File: config.mk
export PLATFORM = sky130hd
export DESIGN_NAME = special_seq
export DESIGN_NICKNAME = d
export VERILOG_FILES = /design/src/rtl/mix_pkg.sv /design/src/rtl/special_cnt.sv /design/src/rtl/special_seq.sv
export SDC_FILE = /design/constraint.sdc
export NUM_CORES = 1
export LEC_CHECK = 0
export ABC_AREA = 1
export CAP_MARGIN = 20
export CORE_AREA = 4 4 171 173
export CTS_CLUSTER_SIZE = 40
export DETAILED_ROUTE_END_ITERATION = 10
export DIE_AREA = 0 0 175 177
export SLEW_MARGIN = 20
export SYNTH_ARGS = -nofsm -noshare
export SYNTH_HDL_FRONTEND = slang
export SYNTH_HIERARCHICAL = 1
export SYNTH_SLANG_ARGS = --single-unit
File: constraint.sdc
create_clock -name clk -period 1.9 [get_ports clk]
set_input_delay 0.19 -clock clk [delete_from_list [all_inputs] [get_ports clk]]
set_output_delay 0.19 -clock clk [all_outputs]
set_load 0.01 [all_outputs]
File: src/rtl/mix_pkg.sv
// Shared MIX definitions: word/byte widths, F codes of the special group, and
// the sequencer state and unit encodings.
package mix_pkg;

  localparam int WORD_W = 30;
  localparam int BYTE_W = 6;

  localparam logic [BYTE_W-1:0] F_NUM  = 6'd0;
  localparam logic [BYTE_W-1:0] F_CHAR = 6'd1;
  localparam logic [BYTE_W-1:0] F_HLT  = 6'd2;

  typedef enum logic [2:0] {
    S_IDLE   = 3'd0,
    S_LAUNCH = 3'd1,
    S_WAIT   = 3'd2,
    S_WRITE  = 3'd3,
    S_HALTED = 3'd4,
    S_ERR    = 3'd5
  } state_t;

  typedef enum logic [1:0] {
    U_NUM  = 2'd0,
    U_CHAR = 2'd1,
    U_HLT  = 2'd2,
    U_BAD  = 2'd3
  } unit_t;

  function automatic unit_t decode_f(input logic [BYTE_W-1:0] f);
    case (f)
      F_NUM:   return U_NUM;
      F_CHAR:  return U_CHAR;
      F_HLT:   return U_HLT;
      default: return U_BAD;
    endcase
  endfunction

endpackage

File: src/rtl/special_cnt.sv
// Timing counters for special_seq: execution-time pad (EXEC_UNITS) and, when
// SPECIAL_WDOG_EN is defined, the WAIT_MAX watchdog on the unit's done.
module special_cnt #(
  parameter int EXEC_UNITS = 10
`ifdef SPECIAL_WDOG_EN
  , parameter int WAIT_MAX = 64
`endif
) (
  input  logic clk,
  input  logic rst_n,
  input  logic clr,
`ifdef SPECIAL_WDOG_EN
  input  logic in_wait,
`endif
  output logic pad_ok,
  output logic wd_expired
);

  localparam int PAD_MAX = (EXEC_UNITS > 1) ? EXEC_UNITS - 1 : 0;
  localparam int PW      = $clog2(PAD_MAX + 2);

  // Holds the number of cycles elapsed since the start cycle; saturates.
  logic [PW-1:0] pad_cnt;

  // NOTE: state registers use non-blocking assignments so every flop samples
  // pre-edge values and the order of statements never changes behaviour.
  always_ff @(posedge clk or negedge rst_n) begin
    if (!rst_n) begin
      pad_cnt <= '0;
    end else if (clr) begin
      pad_cnt <= PW'(1);
    end else if (pad_cnt < PW'(PAD_MAX)) begin
      pad_cnt <= pad_cnt + 1'b1;
    end
  end

  assign pad_ok = (pad_cnt >= PW'(PAD_MAX));

`ifdef SPECIAL_WDOG_EN
  localparam int WW = $clog2(WAIT_MAX + 1);

  logic [WW-1:0] wd_cnt;

  always_ff @(posedge clk or negedge rst_n) begin
    if (!rst_n) begin
      wd_cnt <= '0;
    end else if (clr) begin
      wd_cnt <= '0;
    end else if (in_wait && (wd_cnt != WW'(WAIT_MAX - 1))) begin
      wd_cnt <= wd_cnt + 1'b1;
    end
  end

  assign wd_expired = in_wait && (wd_cnt == WW'(WAIT_MAX - 1));
`else
  assign wd_expired = 1'b0;
`endif

endmodule

File: src/rtl/special_seq.sv
// Sequencer for MIX opcode 5 (NUM/CHAR/HLT): launches the unit, pads to
// EXEC_UNITS, writes results back. SPECIAL_WDOG_EN adds a WAIT_MAX watchdog.
module special_seq
  import mix_pkg::*;
#(
  parameter int EXEC_UNITS = 10
`ifdef SPECIAL_WDOG_EN
  , parameter int WAIT_MAX = 64
`endif
) (
  input  logic                  clk,
  input  logic                  rst_n,
  input  logic                  start,
  input  logic [BYTE_W-1:0]     field,
  input  logic [WORD_W-1:0]     ra_in,
  input  logic [WORD_W-1:0]     rx_in,
  input  logic                  go,
  output logic                  num_start,
  output logic [2*WORD_W-1:0]   num_in,
  input  logic [WORD_W-1:0]     num_out,
  input  logic                  num_ovf,
  input  logic                  num_done,
  output logic                  char_start,
  output logic [WORD_W-1:0]     char_in,
  input  logic [2*WORD_W-1:0]   char_out,
  input  logic                  char_done,
  output logic                  hlt_start,
  output logic                  busy,
  output logic                  done,
  output logic                  wr_a,
  output logic                  wr_x,
  output logic [WORD_W-1:0]     a_out,
  output logic [WORD_W-1:0]     x_out,
  output logic                  ovf_set,
  output logic                  halted,
  output logic                  err
);

  state_t            state;
  unit_t             unit;
  logic [WORD_W-1:0] ra_q, rx_q;
  logic [WORD_W-1:0] res_a, res_x;
  logic              res_ovf;
  logic              seen;

  logic              accept, done_now, pad_ok, wd_expired;
  logic [WORD_W-1:0] live_a, live_x;
  logic              live_ovf;

  assign accept   = (state == S_IDLE) && start;
  assign done_now = (state == S_WAIT) &&
                    (((unit == U_NUM) && num_done) || ((unit == U_CHAR) && char_done));
  assign live_a   = (unit == U_CHAR) ? char_out[2*WORD_W-1:WORD_W] : num_out;
  assign live_x   = char_out[WORD_W-1:0];
  assign live_ovf = (unit == U_NUM) && num_ovf;

  // Operands stay on the unit buses from launch until the next accepted start.
  assign num_in  = {ra_q, rx_q};
  assign char_in = ra_q;

  special_cnt #(
    .EXEC_UNITS (EXEC_UNITS)
`ifdef SPECIAL_WDOG_EN
    , .WAIT_MAX (WAIT_MAX)
`endif
  ) u_cnt (
    .clk        (clk),
    .rst_n      (rst_n),
    .clr        (accept),
`ifdef SPECIAL_WDOG_EN
    .in_wait    (state == S_WAIT),
`endif
    .pad_ok     (pad_ok),
    .wd_expired (wd_expired)
  );

  always_ff @(posedge clk or negedge rst_n) begin
    if (!rst_n) begin
      // NOTE: operand and result registers are reset too, so an aborted
      // operation leaves nothing stale on the unit buses or write-back data.
      state      <= S_IDLE;
      unit       <= U_NUM;
      ra_q       <= '0;
      rx_q       <= '0;
      res_a      <= '0;
      res_x      <= '0;
      res_ovf    <= 1'b0;
      seen       <= 1'b0;
      num_start  <= 1'b0;
      char_start <= 1'b0;
      hlt_start  <= 1'b0;
      busy       <= 1'b0;
      done       <= 1'b0;
      wr_a       <= 1'b0;
      wr_x       <= 1'b0;
      a_out      <= '0;
      x_out      <= '0;
      ovf_set    <= 1'b0;
      halted     <= 1'b0;
      err        <= 1'b0;
    end else begin
      // NOTE: every pulse output gets a default here, so each state only
      // states when a pulse fires and no branch can leave a stale value.
      num_start  <= 1'b0;
      char_start <= 1'b0;
      hlt_start  <= 1'b0;
      done       <= 1'b0;
      wr_a       <= 1'b0;
      wr_x       <= 1'b0;
      ovf_set    <= 1'b0;

      case (state)
        S_IDLE: begin
          if (start) begin
            ra_q <= ra_in;
            rx_q <= rx_in;
            unit <= decode_f(field);
            busy <= 1'b1;
            seen <= 1'b0;
            case (decode_f(field))
              U_NUM:  begin num_start  <= 1'b1; state <= S_LAUNCH; end
              U_CHAR: begin char_start <= 1'b1; state <= S_LAUNCH; end
              U_HLT:  begin hlt_start  <= 1'b1; state <= S_LAUNCH; end
              default: begin
                err   <= 1'b1;
                done  <= 1'b1;
                state <= S_ERR;
              end
            endcase
          end
        end

        S_LAUNCH: begin
          if (unit == U_HLT) begin
            halted <= 1'b1;
            state  <= S_HALTED;
          end else begin
            state  <= S_WAIT;
          end
        end

        S_WAIT: begin
          // The result is taken on the unit's done cycle; padding may follow.
          if (done_now && !seen) begin
            seen    <= 1'b1;
            res_a   <= live_a;
            res_x   <= live_x;
            res_ovf <= live_ovf;
          end
          if ((seen || done_now) && pad_ok) begin
            wr_a    <= 1'b1;
            wr_x    <= (unit == U_CHAR);
            a_out   <= seen ? res_a : live_a;
            x_out   <= seen ? res_x : live_x;
            ovf_set <= seen ? res_ovf : live_ovf;
            done    <= 1'b1;
            state   <= S_WRITE;
          end else if (wd_expired && !seen && !done_now) begin
            err   <= 1'b1;
            done  <= 1'b1;
            state <= S_ERR;
          end
        end

        S_HALTED: begin
          if (go) begin
            halted <= 1'b0;
            done   <= 1'b1;
            state  <= S_WRITE;
          end
        end

        S_WRITE, S_ERR: begin
          busy  <= 1'b0;
          state <= S_IDLE;
        end

        default: state <= S_IDLE;
      endcase
    end
  end

endmodule

# == Word-level counts from Yosys, hierarchy flattened ==
# Index checks and enable logic that the tools add are counted.
# totals
register_bits,201
n_memories,0
output_inout_bits,160
ramBits,0
latchBits,0
in_bits,163
wordCells,111
rom_bits,0
# op_classes
shifts,0
n_reduce_logical,28
bitwise,1
mul,0
add_sub_neg,1
magnitude_cmp,2
n_eq_ne,16
mux,42
n_div,0
# ops
op,count
30-bit 2-to-1 mux,3
1-bit 2-to-1 mux,24
3-bit 2-to-1 mux,5
3-bit one-hot mux with 4 select lines,1
3-bit AND reduction,4
4-bit 2-to-1 mux,2
2-bit AND reduction,4
2-bit nonzero test,4
1-bit logical AND,7
3-bit by 2-bit == test with 1-bit output (second input constant),2
3-bit == test (second input constant),2
6-bit by 1-bit == test with 1-bit output (second input constant),1
6-bit by 2-bit == test with 1-bit output (second input constant),1
6-bit zero test,1
2-bit != test (second input constant),3
1-bit one-hot mux with 2 select lines,3
2-bit one-hot mux with 3 select lines,1
4-bit by 1-bit adder with 4-bit output (second input constant),1
2-bit by 1-bit == test with 1-bit output (second input constant),2
2-bit == test (second input constant),2
4-bit greater-or-equal comparator (second input constant),1
2-bit zero test,2
4-bit less-than comparator (second input constant),1
2-bit 2-to-1 mux,2
other kinds (9),11

# == Logic depth before layout (Yosys ltp) ==
# logic_depth
ltp_word,9
ltp_mapped,11
mapped_depth_nobuf,10

# == Modules after synthesis ==
# The synthesis kept the hierarchy.
# by_module_without_submodules
mod,area_each_um2,cells_per_inst,seq_area_each_um2,instances
special_seq,8831.0,1123,4929.7,1
special_cnt,255.2,33,100.1,1

# == Worst setup path before layout ==
# No wires, ideal clock.
# synth_timing
kind,reg2reg
from,register state[2]
to,register res_x[10]
path_buffers,1
synth_period_minus_slack_ns,1.561
slack_ns,0.339
required_time_ns,1.768
arrival_ns,1.430
path_stages_with_launch,8
setup_time_ns,0.132
path_cell_list,dfrtp_1 nor3_4 nand2_4 nor2_4 inv_2 clkbuf_1 nand2_1 o21ai_0
# synth_via
elab_chain_cells,4
# synth_rtl
item,line_no,text
"start, declared",special_seq.sv:39,state_t state;
"start signal, assigned",special_seq.sv:81,state <= S_IDLE;
"start signal, assigned",special_seq.sv:121,U_NUM: begin num_start <= 1'b1; state <= S_LAUNCH; end
"start signal, assigned",special_seq.sv:122,U_CHAR: begin char_start <= 1'b1; state <= S_LAUNCH; end
3-bit by 2-bit == test with 1-bit output *,"special_seq.sv:51, special_seq.sv:112",
1-bit logical AND,special_seq.sv:51,assign done_now = (state == S_WAIT) &&
1-bit logical AND,special_seq.sv:144,if (done_now && !seen) begin
2-bit AND reduction (no line) *,-,
"end signal, assigned",special_seq.sv:147,res_x <= live_x;
"end, declared",special_seq.sv:42,"logic [WORD_W-1:0] res_a, res_x;"
# Mark *: on every way between the ends. The rest lies on a longest branch, timed or not.
# A chain may end at the register's enable or synchronous reset.

# == Worst setup path after layout ==
# layout_timing
from,register u_cnt.pad_cnt[0]
to,register state[1]
# layout_via
elab_chain_cells,4
# layout_rtl
item,line_no,text
"start, declared",special_cnt.sv:23,logic [PW-1:0] pad_cnt;
"start signal, assigned",special_cnt.sv:33,pad_cnt <= pad_cnt + 1'b1;
4-bit greater-or-equal comparator,special_cnt.sv:37,assign pad_ok = (pad_cnt >= PW'(PAD_MAX));
named net pad_ok,special_seq.sv:46,"logic accept, done_now, pad_ok, wd_expired;"
1-bit logical AND,special_seq.sv:150,if ((seen || done_now) && pad_ok) begin
2-bit by 1-bit != test with 1-bit output (no line),-,
3-bit AND reduction (no line),-,
"end signal, assigned",special_seq.sv:157,state <= S_WRITE;
"end signal, assigned",special_seq.sv:161,state <= S_ERR;
"end signal, assigned",special_seq.sv:169,state <= S_WRITE;
# The timed path passes the listed nets, and every way through them passes these cells.

==> metrics.txt <==
# TYPE chip_impl_metric gauge
chip_impl_metric{name="drt_first_iter_violations",unit=""} 559
chip_impl_metric{name="layout.cell_area.non_filler",unit="um2"} 13440
chip_impl_info{name="critPathLaunchType",value="flop"} 1
chip_impl_metric{name="number_of_buffers_inserted_during_clock_tree_synthesis",unit=""} 23
chip_impl_metric{name="skew",unit="ns"} 0.007606
chip_impl_info{name="ys_top_cells_by_count",value="575 x nand2_1, 201 x dfrtp_1, 121 x o21ai_0"} 1
chip_impl_metric{name="ctsHtreeMaxLevel",unit=""} 1
chip_impl_metric{name="tightest_slew",unit="ns"} 0.6148
chip_impl_metric{name="die_height",unit="um"} 177
chip_impl_metric{name="timing.critical_path.arrival",unit="ns"} 2.07
chip_impl_info{name="critical_path.slowest_cell",value="dfrtp_1"} 1
chip_impl_metric{name="synth_sequential_area_ratio",unit="%"} 55.36
chip_impl_metric{name="timing_max_transition_violations_final",unit=""} 0
chip_impl_metric{name="slew_headroom",unit="%"} 59.01
chip_impl_metric{name="final_period_minus_worst_setup_slack",unit="ns"} 1.685
chip_impl_metric{name="ir_worst_vdd",unit="V"} 0.0007345
chip_impl_metric{name="placedCellCount",unit=""} 1785
chip_impl_info{name="ys_dominant_reg_cell",value="dfrtp_1"} 1
chip_impl_metric{name="num-fill-cells",unit=""} 2714
chip_impl_metric{name="ff2ff_path_depth",unit=""} 10
chip_impl_metric{name="synth.avg_cell_area",unit="um2"} 7.860
chip_impl_metric{name="clk_pin_slew_worst_paths",unit="ns"} 0.06
chip_impl_metric{name="die_area",unit="um2"} 30980
chip_impl_info{name="synth_top_cells_by_area",value="dfrtp_1 55%, nand2_1 24%, o21ai_0 6.7%, inv_1 3.2%, buf_4 3.1%"} 1
chip_impl_metric{name="post_route_cells_drive_above_1_share",unit="%"} 5.310
chip_impl_metric{name="cts-root-to-sink-buffers",unit=""} 3
chip_impl_metric{name="postSynthCellCount",unit=""} 1156
chip_impl_metric{name="first_pass_grt_wire_length",unit="mm"} 43.67
chip_impl_metric{name="placedInstanceArea",unit="um2"} 12590
chip_impl_info{name="cpMostUsedCell",value="nand2_1"} 1
chip_impl_metric{name="worst_path_max_stage_delay",unit="ns"} 0.43
chip_impl_metric{name="dr_wl_met2",unit="mm"} 12.02
chip_impl_metric{name="finalCritPeriodShare",unit="%"} 88.69
chip_impl_info{name="yosysMostFrequentCell",value="nand2_1"} 1
chip_impl_info{name="synth.largest_area_cell",value="dfrtp_1"} 1
chip_impl_metric{name="yosysUniqueCellTypes",unit=""} 26
chip_impl_info{name="status",value="complete, no violations"} 1
chip_impl_metric{name="grt_usage",unit="%"} 17.14
chip_impl_metric{name="ant_nets",unit=""} 0
chip_impl_metric{name="die-width",unit="um"} 175
chip_impl_metric{name="critical_path_maximum_fanout",unit=""} 63
chip_impl_info{name="hold_path.class",value="primary input to asynchronous set/reset pin"} 1
chip_impl_info{name="cts_root_buf",value="clkbuf_16"} 1
chip_impl_metric{name="finalSetupViolations",unit=""} 0
chip_impl_metric{name="route.detailed.drc",unit=""} 0
chip_impl_metric{name="floorplan.initialDensity",unit="%"} 32.89
chip_impl_metric{name="yosys_warnings",unit=""} 6
chip_impl_metric{name="utilization",unit="%"} 48.63
chip_impl_metric{name="place.detailed.hpwl",unit="mm"} 18.68
chip_impl_metric{name="detail_route.first_pass.iterations",unit=""} 6
chip_impl_metric{name="area_growth",unit="%"} 47.87
chip_impl_metric{name="clkSinkCount",unit=""} 201
chip_impl_info{name="worstPathCellList",value="inv_1 > ha_1 > nand2_2 > nand2_2 > nand2_1 > nand3_4 > buf_12 > nand2_1 > nand3_1 > nand2_1"} 1
chip_impl_metric{name="required_time_of_the_critical_path",unit="ns"} 2.29
chip_impl_info{name="worst-setup-path-type",value="flop to flop"} 1
chip_impl_metric{name="totalWireLength",unit="mm"} 26.84
chip_impl_metric{name="netlist.area_leader.share",unit="%"} 55.36
chip_impl_metric{name="place.port_buffers",unit=""} 322
chip_impl_metric{name="synthesis.nets",unit=""} 1322
chip_impl_metric{name="final-hold-violation-count",unit=""} 0
chip_impl_metric{name="async_s_r_ff_share_synth",unit="%"} 100.0
chip_impl_metric{name="p_leak",unit="nW"} 6.623
chip_impl_info{name="unrepaired_setup_endpoints_after_global_routing",value="yes"} 1
chip_impl_metric{name="fmax",unit="MHz"} 593.4
chip_impl_metric{name="finalPower",unit="mW"} 18.97
chip_impl_metric{name="wl_met3",unit="mm"} 2.591
chip_impl_info{name="cts_tree",value="yes"} 1
chip_impl_metric{name="antenna_cells",unit=""} 0
chip_impl_metric{name="fp.coreArea",unit="um2"} 27630
chip_impl_metric{name="power_density",unit="nW/um2"} 1412
chip_impl_metric{name="finalWorstSetupSlack",unit="ns"} 0.2148
chip_impl_metric{name="num_rows",unit=""} 61
chip_impl_metric{name="grt_start_max_net_pins",unit=""} 64
chip_impl_metric{name="synth_edf_count",unit=""} 0
chip_impl_metric{name="maxCapViolations",unit=""} 0
chip_impl_metric{name="ios",unit=""} 323
chip_impl_metric{name="first_global_vias",unit=""} 8444
chip_impl_metric{name="routed_via_density",unit=""} 4.482
chip_impl_metric{name="postCtsSetupBuffers",unit=""} 0
chip_impl_metric{name="setup_total_negative_slack",unit="ns"} 0
chip_impl_info{name="route.top_layer_used",value="met4"} 1
chip_impl_metric{name="synth-seq-cells",unit=""} 201
chip_impl_metric{name="grt-ovfl-total",unit=""} 0
chip_impl_metric{name="post_syn_area",unit="um2"} 9086
chip_impl_metric{name="holdWs",unit="ns"} 0.2074
chip_impl_metric{name="place_congestion",unit=""} 0.8007
chip_impl_metric{name="post-place-ws",unit="ns"} 0.1583
chip_impl_metric{name="vias",unit=""} 8193
chip_impl_metric{name="clock_insertion_delay_worst_skew",unit="ns"} 0.50
chip_impl_metric{name="final_cells",unit=""} 1828
chip_impl_metric{name="fin_nets",unit=""} 1599
chip_impl_metric{name="drt-met1-wl",unit="mm"} 11.63
chip_impl_metric{name="drt-wirelength-per-cell",unit="um"} 14.68
chip_impl_info{name="end_kind",value="flop"} 1
chip_impl_metric{name="initial_antenna_violation_count",unit=""} 0
what timing repair did:
item	4_1_cts	5_1_grt
endpoints found under the hold margin	57	0
setup endpoints to repair	0	3
gates resized for setup	0	1
hold buffers	1	0
cells by family after synthesis:
logic type / share of synthesized area [%]
compound gates: 7.326
fa+ha+maj: 0.4132
buf+inv: 8.937
flops: 55.36
other cells: 0.04127
simple gates: 27.93
registers in the layout (all words and copies together) (netlist names), 2 cells and up:
signal         cells
a_out             30
char_in           30
res_a             30
res_x             30
rx_q              30
x_out             30
u_cnt/pad_cnt      4
state              3
unit               2
per-layer routing:
metal / vias to the layer above / track usage, %
met5: - / 0
li1: 4078 / -
met2: 297 / 27.45
met3: 31 / 6.323
met1: 3787 / 22.15
met4: 0 / 4.386
power by group:
part / switching [mW] / leakage, nW / internal [mW]
combinational: 3.41 / 3.72 / 3.71
clock: 1.81 / 0.404 / 3.04
sequential: 1.04 / 2.50 / 5.96
total: 6.27 / 6.62 / 12.7
placed cells by master, fill, tap and decap left out, drive strengths merged, types with 4 or more instances in the layout:
| cell type | instances |
|---|---|
| a21oi | 4 |
| buf | 22 |
| bufinv | 5 |
| clkbuf | 29 |
| clkdlybuf4s50 | 321 |
| clkinv | 4 |
| dfrtp | 201 |
| inv | 85 |
| nand2 | 579 |
| nand3 | 47 |
| nor2 | 11 |
| o21ai | 126 |
path summary, 6_finish.rpt:
kind                                        from         end  slack (ns)
worst max-delay path            u_cnt/pad_cnt[0]    state[1]        0.21
worst min-delay path                       rst_n  char_in[1]        0.21
worst max register to register  u_cnt/pad_cnt[0]    state[1]        0.21
worst min register to register         x_out[25]   x_out[25]        0.48
max in group asynchronous                  rst_n    rx_q[24]        0.99
min in group clk                        rx_in[0]     rx_q[0]        0.22
final cells by class:
| cell class | count | area [um2] | area share [%] |
|---|---|---|---|
| clock buffer | 29 | 628.1 | 4.675 |
| clock inverter | 13 | 206.4 | 1.537 |
| inverter | 83 | 311.5 | 2.319 |
| multi-input combinational | 780 | 3252 | 24.20 |
| sequential | 201 | 5031 | 37.45 |
| tap | 378 | 473.0 | 3.520 |
| timing repair buffer | 344 | 3533 | 26.30 |
worst max-delay path: cells and delay by family, from the launching register on:
family,cells,cell delay (ns)
buffers and inverters,2,0.37
adders and majority gates,1,0.17
and+or+nand+nor,7,0.61
DFF,1,0.43
(Power assumes the default switching activity.)
